--- src/rtl/mem_sync_pkg.sv ---
// rtl/mem_sync_pkg.sv - shared types and helpers for the host-memory sync responder
package mem_sync_pkg;

   // Responder FSM states
   typedef enum logic [1:0] {
      IDLE = 2'd0,
      CMD  = 2'd1,
      DATA = 2'd2,
      DONE = 2'd3
   } sync_state_t;

   // Sync request direction as seen on sync_wb
   typedef enum logic {
      SYNC_FILL = 1'b0,
      SYNC_WB   = 1'b1
   } sync_type_t;

   // Flat bank index {bg,ba} used for arbitration and the host command
   function automatic int flat_bank_idx(input int bg, input int ba, input int banks_per_group);
      return bg * banks_per_group + ba;
   endfunction

endpackage

--- src/rtl/mem_sync_rr_arb.sv ---
// rtl/mem_sync_rr_arb.sv - N-way round-robin arbiter with one-cycle mask
module mem_sync_rr_arb #(
   parameter int N  = 16,
   parameter int IW = 4
) (
   input  logic [N-1:0]  req,
   input  logic [N-1:0]  mask,
   input  logic [IW-1:0] ptr,
   output logic [N-1:0]  grant,
   output logic [IW-1:0] idx,
   output logic          valid
);

   logic [N-1:0]  eligible;
   logic [IW-1:0] cand;

   assign eligible = req & ~mask;

   // Scan from ptr upward; N is a power of two so IW-bit addition wraps for free
   always_comb begin
      grant = '0;
      idx   = '0;
      valid = 1'b0;
      cand  = '0;
      for (int off = 0; off < N; off++) begin
         cand = ptr + IW'(off);
         if (!valid && eligible[cand]) begin
            valid       = 1'b1;
            idx         = cand;
            grant[cand] = 1'b1;
         end
      end
   end

endmodule

--- src/rtl/mem_sync_responder.sv ---
// rtl/mem_sync_responder.sv - arbitrates bank row-cache sync requests onto the host port; optional watchdog under SYNC_TIMEOUT_EN
module mem_sync_responder
   import mem_sync_pkg::*;
#(
   parameter int BGWIDTH      = 2,
   parameter int BAWIDTH      = 2,
   parameter int CHWIDTH      = 5,
   parameter int ADDRWIDTH    = 17,
   parameter int BEATS        = 8,
   parameter int SYNC_TIMEOUT = 1024
) (
   input  logic                                                    clk,
   input  logic                                                    rst,
   input  logic [2**BGWIDTH-1:0][2**BAWIDTH-1:0]                   sync_req,
   input  logic [2**BGWIDTH-1:0][2**BAWIDTH-1:0]                   sync_wb,
   input  logic [2**BGWIDTH-1:0][2**BAWIDTH-1:0][ADDRWIDTH-1:0]    RowId,
   input  logic [2**BGWIDTH-1:0][2**BAWIDTH-1:0][CHWIDTH-1:0]      cRowId,
   output logic [2**BGWIDTH-1:0][2**BAWIDTH-1:0]                   sync_done,
   output logic                                                    host_cmd_valid,
   input  logic                                                    host_cmd_ready,
   output logic                                                    host_cmd_wr,
   output logic [ADDRWIDTH-1:0]                                    host_cmd_row,
   output logic [CHWIDTH-1:0]                                      host_cmd_crow,
   output logic [BGWIDTH+BAWIDTH-1:0]                              host_cmd_bank,
   input  logic                                                    host_beat,
   output logic                                                    busy,
   output logic                                                    sync_err
);

   localparam int BANKGROUPS    = 2**BGWIDTH;
   localparam int BANKSPERGROUP = 2**BAWIDTH;
   localparam int N             = BANKGROUPS * BANKSPERGROUP;
   localparam int IW            = BGWIDTH + BAWIDTH;
   localparam int CW            = $clog2(BEATS) + 1;
   localparam logic [CW-1:0] LAST_BEAT = CW'(BEATS - 1);

   sync_state_t          state, next_state;
   logic [N-1:0]         req_flat, arb_grant, grant_q, mask, done_flat;
   logic [IW-1:0]        arb_idx, rr_ptr;
   logic [BGWIDTH-1:0]   arb_bg;
   logic [BAWIDTH-1:0]   arb_ba;
   logic                 arb_valid;
   logic [CW-1:0]        beat_cnt;
   logic                 wd_expire;

   assign arb_bg = arb_idx[IW-1:BAWIDTH];
   assign arb_ba = arb_idx[BAWIDTH-1:0];

   // Flatten the per-bank request matrix into the arbiter's index space
   always_comb begin
      req_flat = '0;
      for (int g = 0; g < BANKGROUPS; g++)
         for (int b = 0; b < BANKSPERGROUP; b++)
            req_flat[flat_bank_idx(g, b, BANKSPERGROUP)] = sync_req[g][b];
   end

   mem_sync_rr_arb #(.N(N), .IW(IW)) u_arb (
      .req   (req_flat),
      .mask  (mask),
      .ptr   (rr_ptr),
      .grant (arb_grant),
      .idx   (arb_idx),
      .valid (arb_valid)
   );

   // State register; reset aborts any transfer without a completion pulse
   always_ff @(posedge clk or posedge rst) begin
      if (rst) state <= IDLE;
      else     state <= next_state;
   end

   // Next-state logic: one command, BEATS beats, one completion cycle
   always_comb begin
      next_state = state;
      case (state)
         IDLE: if (arb_valid) next_state = CMD;
         CMD: begin
            if (host_cmd_ready) next_state = DATA;
            else if (wd_expire) next_state = DONE;
         end
         DATA: begin
            if (host_beat && beat_cnt == LAST_BEAT) next_state = DONE;
            else if (wd_expire)                     next_state = DONE;
         end
         DONE:    next_state = IDLE;
         default: next_state = IDLE;
      endcase
   end

   // Grant capture, beat counting, pointer advance and one-cycle re-serve mask
   always_ff @(posedge clk or posedge rst) begin
      if (rst) begin
         grant_q       <= '0;
         host_cmd_bank <= '0;
         host_cmd_wr   <= 1'b0;
         host_cmd_row  <= '0;
         host_cmd_crow <= '0;
         beat_cnt      <= '0;
         rr_ptr        <= '0;
         mask          <= '0;
      end else begin
         mask <= '0;
         case (state)
            IDLE: begin
               if (arb_valid) begin
                  grant_q       <= arb_grant;
                  host_cmd_bank <= arb_idx;
                  host_cmd_wr   <= (sync_type_t'(sync_wb[arb_bg][arb_ba]) == SYNC_WB);
                  host_cmd_row  <= RowId[arb_bg][arb_ba];
                  host_cmd_crow <= cRowId[arb_bg][arb_ba];
               end
            end
            CMD: if (host_cmd_ready) beat_cnt <= '0;
            DATA: if (host_beat && beat_cnt != LAST_BEAT) beat_cnt <= beat_cnt + CW'(1);
            DONE: begin
               rr_ptr <= host_cmd_bank + IW'(1);
               mask   <= grant_q;
            end
            default: ;
         endcase
      end
   end

`ifdef SYNC_TIMEOUT_EN
   localparam int WDW = $clog2(SYNC_TIMEOUT + 1);
   logic [WDW-1:0] wd_cnt;
   logic           stalled;

   assign stalled   = (state == CMD && !host_cmd_ready) || (state == DATA && !host_beat);
   assign wd_expire = stalled && (wd_cnt == WDW'(SYNC_TIMEOUT - 1));

   // Watchdog: counts stalled cycles, any progress restarts it; error is sticky
   always_ff @(posedge clk or posedge rst) begin
      if (rst) begin
         wd_cnt   <= '0;
         sync_err <= 1'b0;
      end else begin
         if (stalled) wd_cnt <= wd_cnt + WDW'(1);
         else         wd_cnt <= '0;
         if (wd_expire) sync_err <= 1'b1;
      end
   end
`else
   assign wd_expire = 1'b0;
   assign sync_err  = 1'b0;
`endif

   assign host_cmd_valid = (state == CMD);
   assign busy           = (state != IDLE);
   assign done_flat      = (state == DONE) ? grant_q : '0;

   // Route the completion pulse back to the served bank
   always_comb begin
      sync_done = '0;
      for (int g = 0; g < BANKGROUPS; g++)
         for (int b = 0; b < BANKSPERGROUP; b++)
            sync_done[g][b] = done_flat[flat_bank_idx(g, b, BANKSPERGROUP)];
   end

endmodule

--- config.mk ---
export PLATFORM = sky130hd
export DESIGN_NAME = mem_sync_responder
export DESIGN_NICKNAME = d
export VERILOG_FILES = /design/src/rtl/mem_sync_pkg.sv /design/src/rtl/mem_sync_rr_arb.sv /design/src/rtl/mem_sync_responder.sv
export SDC_FILE = /design/constraint.sdc
export NUM_CORES = 1
export LEC_CHECK = 0
export BUFFER_PORTS_ARGS = -buffer_cell sky130_fd_sc_hd__buf_2
export CAP_MARGIN = 20
export CORE_AREA = 2 2 170 172
export DETAILED_ROUTE_END_ITERATION = 8
export DIE_AREA = 0 0 172 174
export PLACE_DENSITY = 0.62
export SLEW_MARGIN = 5
export SYNTH_ARGS = -nofsm -noshare
export SYNTH_HDL_FRONTEND = slang
export SYNTH_SLANG_ARGS = --single-unit
--- constraint.sdc ---
create_clock -name clk -period 7.47 [get_ports clk]
set_clock_uncertainty 0.05 [all_clocks]
set_input_delay 1.494 -clock clk [delete_from_list [all_inputs] [get_ports clk]]
set_output_delay 1.494 -clock clk [all_outputs]
set_load 0.05 [all_outputs]
==> Flow_metrics.wiki, run 1 <==
{| class="wikitable"
! Metric !! Value
|-
| Total wire length || 53,400 um
|-
| Dominant cell type by area after synthesis || sky130_fd_sc_hd__dfrtp_1
|-
| Clock tree from TritonCTS || done
|-
| Clock transition time at the flip-flop clock pins of the worst setup and hold paths || 0.07 ns
|-
| Die Wd || about 170 um
|-
| Detailed-routed wire length on met3 || 5300 um
|-
| Setup tns final || 0 ns
|-
| Port bufs || 432
|-
| Worst skew pair latency || 0.34 ns
|-
| Area overhead of the layout relative to synthesis || 29.8%
|-
| Post-CTS sizing || 0
|-
| Biggest area contributors in the synthesized netlist || sky130_fd_sc_hd__dfrtp_1 (17%), sky130_fd_sc_hd__mux2i_1 (14%), sky130_fd_sc_hd__nand2_1 (7.6%)
|-
| Met2 routed wirelength || around 25,000 um
|-
| Inst Count DP || 2,111
|-
| Count of non-filler cells in the finished layout || 2,133
|-
| Critical path arrival || about 6.8 ns
|-
| Required time at the worst-slack endpoint || 7.67 ns
|-
| Placed instance area || 13,100 um^2
|-
| Outcome || complete, no violations
|-
| Kind of launch point of the worst setup path || flip-flop
|-
| Hold Vio Cnt, Final || 0
|-
| Standard cell core area || around 28,000 um^2
|-
| Chip height || between 150 and 200 um
|-
| Hold-fix buffers, CTS || 0
|-
| Pin count of the biggest net entering global routing || 97
|-
| Count of warnings emitted by yosys || 0
|-
| DP HPWL || around 43,000 um
|-
| Last weighted congestion value of the routability-driven placer || 1.01
|-
| Share of layout cells above drive strength 1 || 33.4%
|-
| Kind of capture point of the worst setup path || flip-flop
|-
| Synth Cell Area || between 10,000 and 15,000 um^2
|-
| Count leader, synth || sky130_fd_sc_hd__nand2_1
|-
| Net total in the final layout || 2,145
|-
| Boundary Pins || 434
|-
| Avg Vias per Cell || about 6.3
|-
| Starting density of the core || a little over a third
|-
| Ys flop type || sky130_fd_sc_hd__dfrtp_1
|-
| Type of the most critical hold path || reg -> reg
|-
| Period utilization || 88.0%
|-
| Yosys top cell area share || 16.7%
|-
| Final critical-path required period || around 6.6 ns
|-
| Global-route wire length before repair || 77,900 um
|-
| Post-detailed-route count of antenna-violating nets || 0
|-
| Post-route setup slack || 0.898 ns
|-
| Number of antenna violations at the first check in global routing || 9
|-
| Final std cell area, no fill || about 13,000 um^2
|-
| Row count || 62
|-
| Total number of clock tree sinks || 69
|-
| Total via count in the routed design || 13,476
|-
| Routed length on met1 || 21,400 um
|-
| Max-slew violation count || 0
|-
| Number of max-cap violations || 0
|-
| Highest achievable clock rate || ~150 MHz
|-
| Slew of the pin with the lowest slew margin || 1.02 ns
|-
| Post-route DRC violation count || 0
|-
| Worst Path Max Fanout || between 90 and 100
|-
| Total routing usage reported by global routing || 34.6%
|-
| Classification of the worst setup path || reg -> reg
|-
| Total overflow reported by the global router || 0
|-
| TritonCTS buffer count || 9
|-
| Setup WS pre-CTS || 1.21 ns
|-
| Htree depth || 3
|-
| Unrepaired setup endpoints after global routing || false
|-
| Async S/R FF share, synth || 100%
|-
| Average wire per cell in the routed design || roughly 25 um
|-
| Fillers || 2,900
|-
| Starting DRT DRC Count || 1,644
|-
| Die outline area || 29,900 um^2
|-
| Clock Root Buffer || sky130_fd_sc_hd__clkbuf_16
|-
| Synthesized flop and latch total || 69
|-
| First-pass detailed-route iteration total || 6
|-
| Vias in the first global route || about 13,000
|-
| Top cells by instance count after synthesis || sky130_fd_sc_hd__nand2_1 (209), sky130_fd_sc_hd__mux2i_1 (140), sky130_fd_sc_hd__a21oi_1 (125)
|-
| Max Root-Sink Buffers || 2
|-
| Sequential cell area fraction in the yosys report || roughly 17%
|-
| Number of setup violations in the final report || 0
|-
| Highest metal layer used by the detailed router || met5
|-
| Gate count of the mapped netlist || 1,342
|-
| Number of nets produced by synthesis || 1,749
|-
| Number of enable-type register cells in the synthesized netlist || 0
|-
| Syn avg cell area || around 7.7 um^2
|-
| Worst slew slack as a fraction of its limit || 31.3%
|-
| Library cells used by synthesis || 81
|-
| Post-CTS Setup Bufs || 0
|}
state kept, by name, indices dropped and copies added (netlist names):
register       flops
beat_cnt           4
grant_q           16
host_cmd_bank      4
host_cmd_crow      5
host_cmd_row      17
host_cmd_wr        1
mask              16
rr_ptr             4
state              2
per-stage QoR:
| step | util [%] | hold WS, ns |
|---|---|---|
| floorplan | - | 0.380 |
| finish | 47.5 | 0.434 |
| CTS | 47.4 | 0.430 |
| global route | 47.5 | 0.444 |
| detailed placement | 46.4 | 0.415 |
| global placement | 46.4 | 0.399 |
cell families (layout without fill, tap and decap cells):
group	after synthesis	in the layout	synth area share, %
DFF	69	69	16.7
buffers and inverters	130	531	5.94
xor gates and xnor gates	19	19	1.68
other	1	7	0.0363
adders and majority gates	19	19	2.30
AOI/OAI and AO/OA	478	478	31.7
and+or+nand+nor	443	443	20.0
muxes	183	183	21.6
critical path: stages, from the launching register on:
cell and delay (ns):
sky130_fd_sc_hd__dfrtp_1 0.57, sky130_fd_sc_hd__ha_1 0.64, sky130_fd_sc_hd__xnor2_1 0.94, sky130_fd_sc_hd__mux4_2 0.43, sky130_fd_sc_hd__mux2i_1 0.27, sky130_fd_sc_hd__mux2i_1 0.24
sky130_fd_sc_hd__nand3_1 0.50, sky130_fd_sc_hd__nor4_2 0.15, sky130_fd_sc_hd__buf_4 0.21, sky130_fd_sc_hd__or4b_1 0.46, sky130_fd_sc_hd__or4_1 0.46, sky130_fd_sc_hd__o21ai_4 0.23
sky130_fd_sc_hd__buf_12 0.38, sky130_fd_sc_hd__a21oi_1 0.08, sky130_fd_sc_hd__a221oi_1 0.51, sky130_fd_sc_hd__o21ai_1 0.18, sky130_fd_sc_hd__o211ai_1 0.12
cells in the final DEF, fill, tap and decap left out, drive strengths merged, types with 9 or more instances in the layout:
| cell type | netlist | layout |
|---|---|---|
| buf | 60 | 503 |
| nand2 | 210 | 210 |
| mux2i | 141 | 141 |
| a21oi | 125 | 125 |
| o21ai | 77 | 77 |
| dfrtp | 69 | 69 |
| a221oi | 67 | 67 |
| nor2 | 59 | 59 |
| a22oi | 47 | 47 |
| nand3 | 45 | 45 |
| mux4 | 30 | 30 |
| and2 | 30 | 30 |
| o211ai | 24 | 24 |
| nor3 | 21 | 21 |
| o22ai | 21 | 21 |
| nand2b | 20 | 20 |
| ha | 19 | 19 |
| a31oi | 17 | 17 |
| inv | 11 | 17 |
| xnor2 | 13 | 13 |
| o221ai | 13 | 13 |
| nand4 | 12 | 12 |
| mux2 | 12 | 12 |
| a32oi | 11 | 11 |
| nor2b | 10 | 10 |
| nand3b | 9 | 9 |
| a22o | 9 | 9 |
| clkbuf | 58 | 9 |
| and3 | 9 | 9 |
per-layer routing:
layer | track usage [%] | up-vias
met5 | 0 | -
met4 | 13.1 | 4
met3 | 5.58 | 143
met2 | 54.3 | 904
met1 | 47.6 | 6436
li1 | - | 5989
cell type report:
cell class / count / area (um^2) / area share, %
repair buffers: 503 / 2820 / 21.0
clock inverters: 7 / 70.1 / 0.523
clock buffers: 9 / 225 / 1.68
multi-input cells: 1143 / 8020 / 59.8
well taps: 384 / 480 / 3.59
diodes: 6 / 15.0 / 0.112
inverters: 12 / 45.0 / 0.336
flip-flops and latches: 69 / 1730 / 12.9
path summary, 6_finish.rpt:
path	cells after the start	slack, ns	start	endpoint
worst max register to register	16	0.90	rr_ptr[1]	host_cmd_crow[0]
worst min-delay path	2	0.43	grant_q[10]	grant_q[10]
max in group asynchronous	3	5.39	rst	host_cmd_row[3]
worst max-delay path	16	0.90	rr_ptr[1]	host_cmd_crow[0]
worst min register to register	2	0.43	grant_q[10]	grant_q[10]
min in group asynchronous	3	1.38	rst	host_cmd_bank[1]
Power of run 1 is left out: the tool's default activity adds up to more than one toggle a clock period on the data nets, which glitch-free logic cannot reach.
==> inputs of run 2 (changes only) <==
CORE_AREA = 3 3 166 168   (was 2 2 170 172)
DIE_AREA = 0 0 169 171   (was 0 0 172 174)
PLACE_DENSITY = 0.67   (was 0.62)
==> run 2 against run 1 <==
Via count is 0.55% lower. Sequential share of layout area up 0.092 points. Critical path depth grew 2. Fmax rose by 1.9%. Critical path type unchanged.
==> Flow_metrics.wiki, run 2 (same netlist as run 1, synthesis figures left out) <==
{| class="wikitable"
! Metric !! Value
|-
| Number of max-cap violations || 0
|-
| Starting density of the core || just under 40%
|-
| Share of layout cells above drive strength 1 || between 30% and 40%
|-
| Hold Vio Cnt, Final || 0
|-
| Clock Root Buffer || sky130_fd_sc_hd__clkbuf_16
|-
| Vias in the first global route || 12,411
|-
| Period utilization || 86.4%
|-
| Classification of the worst setup path || reg -> reg
|-
| Kind of capture point of the worst setup path || flip-flop
|-
| Area overhead of the layout relative to synthesis || 28.9%
|-
| Die outline area || around 29,000 um^2
|-
| Die Wd || roughly 170 um
|-
| Max-slew violation count || 0
|-
| Hold-fix buffers, CTS || 0
|-
| Net total in the final layout || 2,145
|-
| Critical path arrival || 6.66 ns
|-
| Post-route DRC violation count || 0
|-
| Required time at the worst-slack endpoint || approximately 7.7 ns
|-
| First-pass detailed-route iteration total || 5
|-
| DP HPWL || 44,100 um
|-
| Starting DRT DRC Count || ~1,800
|-
| Worst skew pair latency || approximately 0.35 ns
|-
| Register with the most flip-flops || host_cmd_row
|-
| Unrepaired setup endpoints after global routing || false
|-
| Htree depth || 3
|-
| Type of the most critical hold path || reg -> reg
|-
| Clock tree from TritonCTS || done
|-
| Worst Path Max Fanout || 88
|-
| Max FFs per register || 17
|-
| Worst slew slack as a fraction of its limit || between 20 and 30%
|-
| Chip height || between 150 and 200 um
|-
| Number of antenna violations at the first check in global routing || 5
|-
| Outcome || complete, no violations
|-
| Global-route wire length before repair || slightly below 80,000 um
|-
| Row count || between 50 and 60
|-
| Avg Vias per Cell || 6.44
|-
| Most common cell after layout, fill and taps aside || sky130_fd_sc_hd__buf_2
|-
| Last weighted congestion value of the routability-driven placer || about 1
|-
| TritonCTS buffer count || 9
|-
| Final critical-path required period || 6.45 ns
|-
| Post-CTS sizing || 0
|-
| Total number of clock tree sinks || 69
|-
| Average wire per cell in the routed design || 26.2 um
|-
| Highest achievable clock rate || 155 MHz
|-
| Kind of launch point of the worst setup path || flip-flop
|-
| Max Root-Sink Buffers || 2
|-
| Slew of the pin with the lowest slew margin || 1.07 ns
|-
| Total overflow reported by the global router || 0
|-
| Boundary Pins || between 400 and 500
|-
| Port bufs || 432
|-
| Post-route setup slack || 1.02 ns
|-
| Standard cell core area || 26,100 um^2
|-
| Worst slack on hold paths || 0.427 ns
|-
| Clock transition time at the flip-flop clock pins of the worst setup and hold paths || 0.07 ns
|-
| Largest registers || host_cmd_row x17, grant_q x16, mask x16
|-
| Total wire length || 54,500 um
|-
| Total via count in the routed design || approximately 13,000
|-
| Fillers || 2,588
|-
| Pin count of the biggest net entering global routing || 89
|-
| Setup tns final || 0 ns
|-
| Setup WS pre-CTS || 1.26 ns
|-
| Post-detailed-route count of antenna-violating nets || 0
|-
| Total routing usage reported by global routing || 35.5%
|-
| Most frequent cells in the layout || sky130_fd_sc_hd__buf_2 (432), sky130_fd_sc_hd__nand2_1 (208), sky130_fd_sc_hd__mux2i_1 (140)
|-
| Post-CTS Setup Bufs || 0
|-
| Number of setup violations in the final report || 0
|}
==> run 2: changes by cell type in the layout (fill, tap and decap cells not counted) <==
cell and delta:
sky130_fd_sc_hd__buf_12 -4, sky130_fd_sc_hd__buf_4 +4, sky130_fd_sc_hd__bufinv_16 +1, sky130_fd_sc_hd__diode_2 -3, sky130_fd_sc_hd__inv_8 -1, sky130_fd_sc_hd__nor3_1 -1, sky130_fd_sc_hd__nor3_2 +1
==> run 2: layout make-up <==
class / count / area [um^2] / share of cell area, %
multi-input cells: 1143 / 8020 / 60.3
repair buffers: 503 / 2770 / 20.8
flip-flops and latches: 69 / 1730 / 13.0
well taps: 335 / 419 / 3.15
clock buffers: 9 / 225 / 1.69
clock inverters: 7 / 88.8 / 0.668
inverters: 12 / 45.0 / 0.339
diodes: 3 / 7.51 / 0.0564
==> run 2: per-stage QoR <==
stage                     cells  util, %  instance area [um^2]
after floorplan            1342        -                 10300
after global placement     2062     49.8                 13000
after detailed placement   2062     49.8                 13000
after CTS                  2078     51.0                 13300
after global routing       2080     51.1                 13300
final                      2081     51.1                 13300
==> run 2: worst paths after layout <==
check	start	end	slack, ns	depth (start not counted)
setup / recovery	rr_ptr[1]	host_cmd_crow[0]	1.02	18
hold / removal	grant_q[1]	grant_q[1]	0.43	2
setup reg to reg	rr_ptr[1]	host_cmd_crow[0]	1.02	18
hold reg to reg	grant_q[1]	grant_q[1]	0.43	2
max in group asynchronous	rst	grant_q[3]	5.40	3
min in group asynchronous	rst	host_cmd_row[9]	1.38	3
==> run 2: per-layer routing <==
| metal | track usage (%) | wire (um) | up-vias | share of wire (%) |
|---|---|---|---|---|
| met5 | 0 | 27 | - | 0.050 |
| met4 | 12.1 | 2000 | 4 | 3.7 |
| met3 | 8.27 | 5630 | 132 | 10 |
| met2 | 56.0 | 25200 | 873 | 46 |
| met1 | 48.0 | 21700 | 6395 | 40 |
| li1 | - | - | 5998 | - |
==> run 2: critical path, cell delays in order (launching register included) <==
cell and delay (ns):
sky130_fd_sc_hd__dfrtp_1 0.62, sky130_fd_sc_hd__ha_1 0.24, sky130_fd_sc_hd__buf_4 0.23, sky130_fd_sc_hd__xor2_1 0.56, sky130_fd_sc_hd__buf_4 0.29, sky130_fd_sc_hd__mux4_2 0.35, sky130_fd_sc_hd__mux2i_1 0.40, sky130_fd_sc_hd__mux2i_1 0.30
sky130_fd_sc_hd__nand3_1 0.45, sky130_fd_sc_hd__buf_4 0.22, sky130_fd_sc_hd__nor3_1 0.05, sky130_fd_sc_hd__or4b_1 0.58, sky130_fd_sc_hd__or4_1 0.47, sky130_fd_sc_hd__o21ai_4 0.15, sky130_fd_sc_hd__buf_12 0.35, sky130_fd_sc_hd__a21oi_1 0.07
sky130_fd_sc_hd__a221oi_1 0.63, sky130_fd_sc_hd__o21ai_1 0.17, sky130_fd_sc_hd__o211ai_1 0.12
Power of run 2 is left out for the same reason.
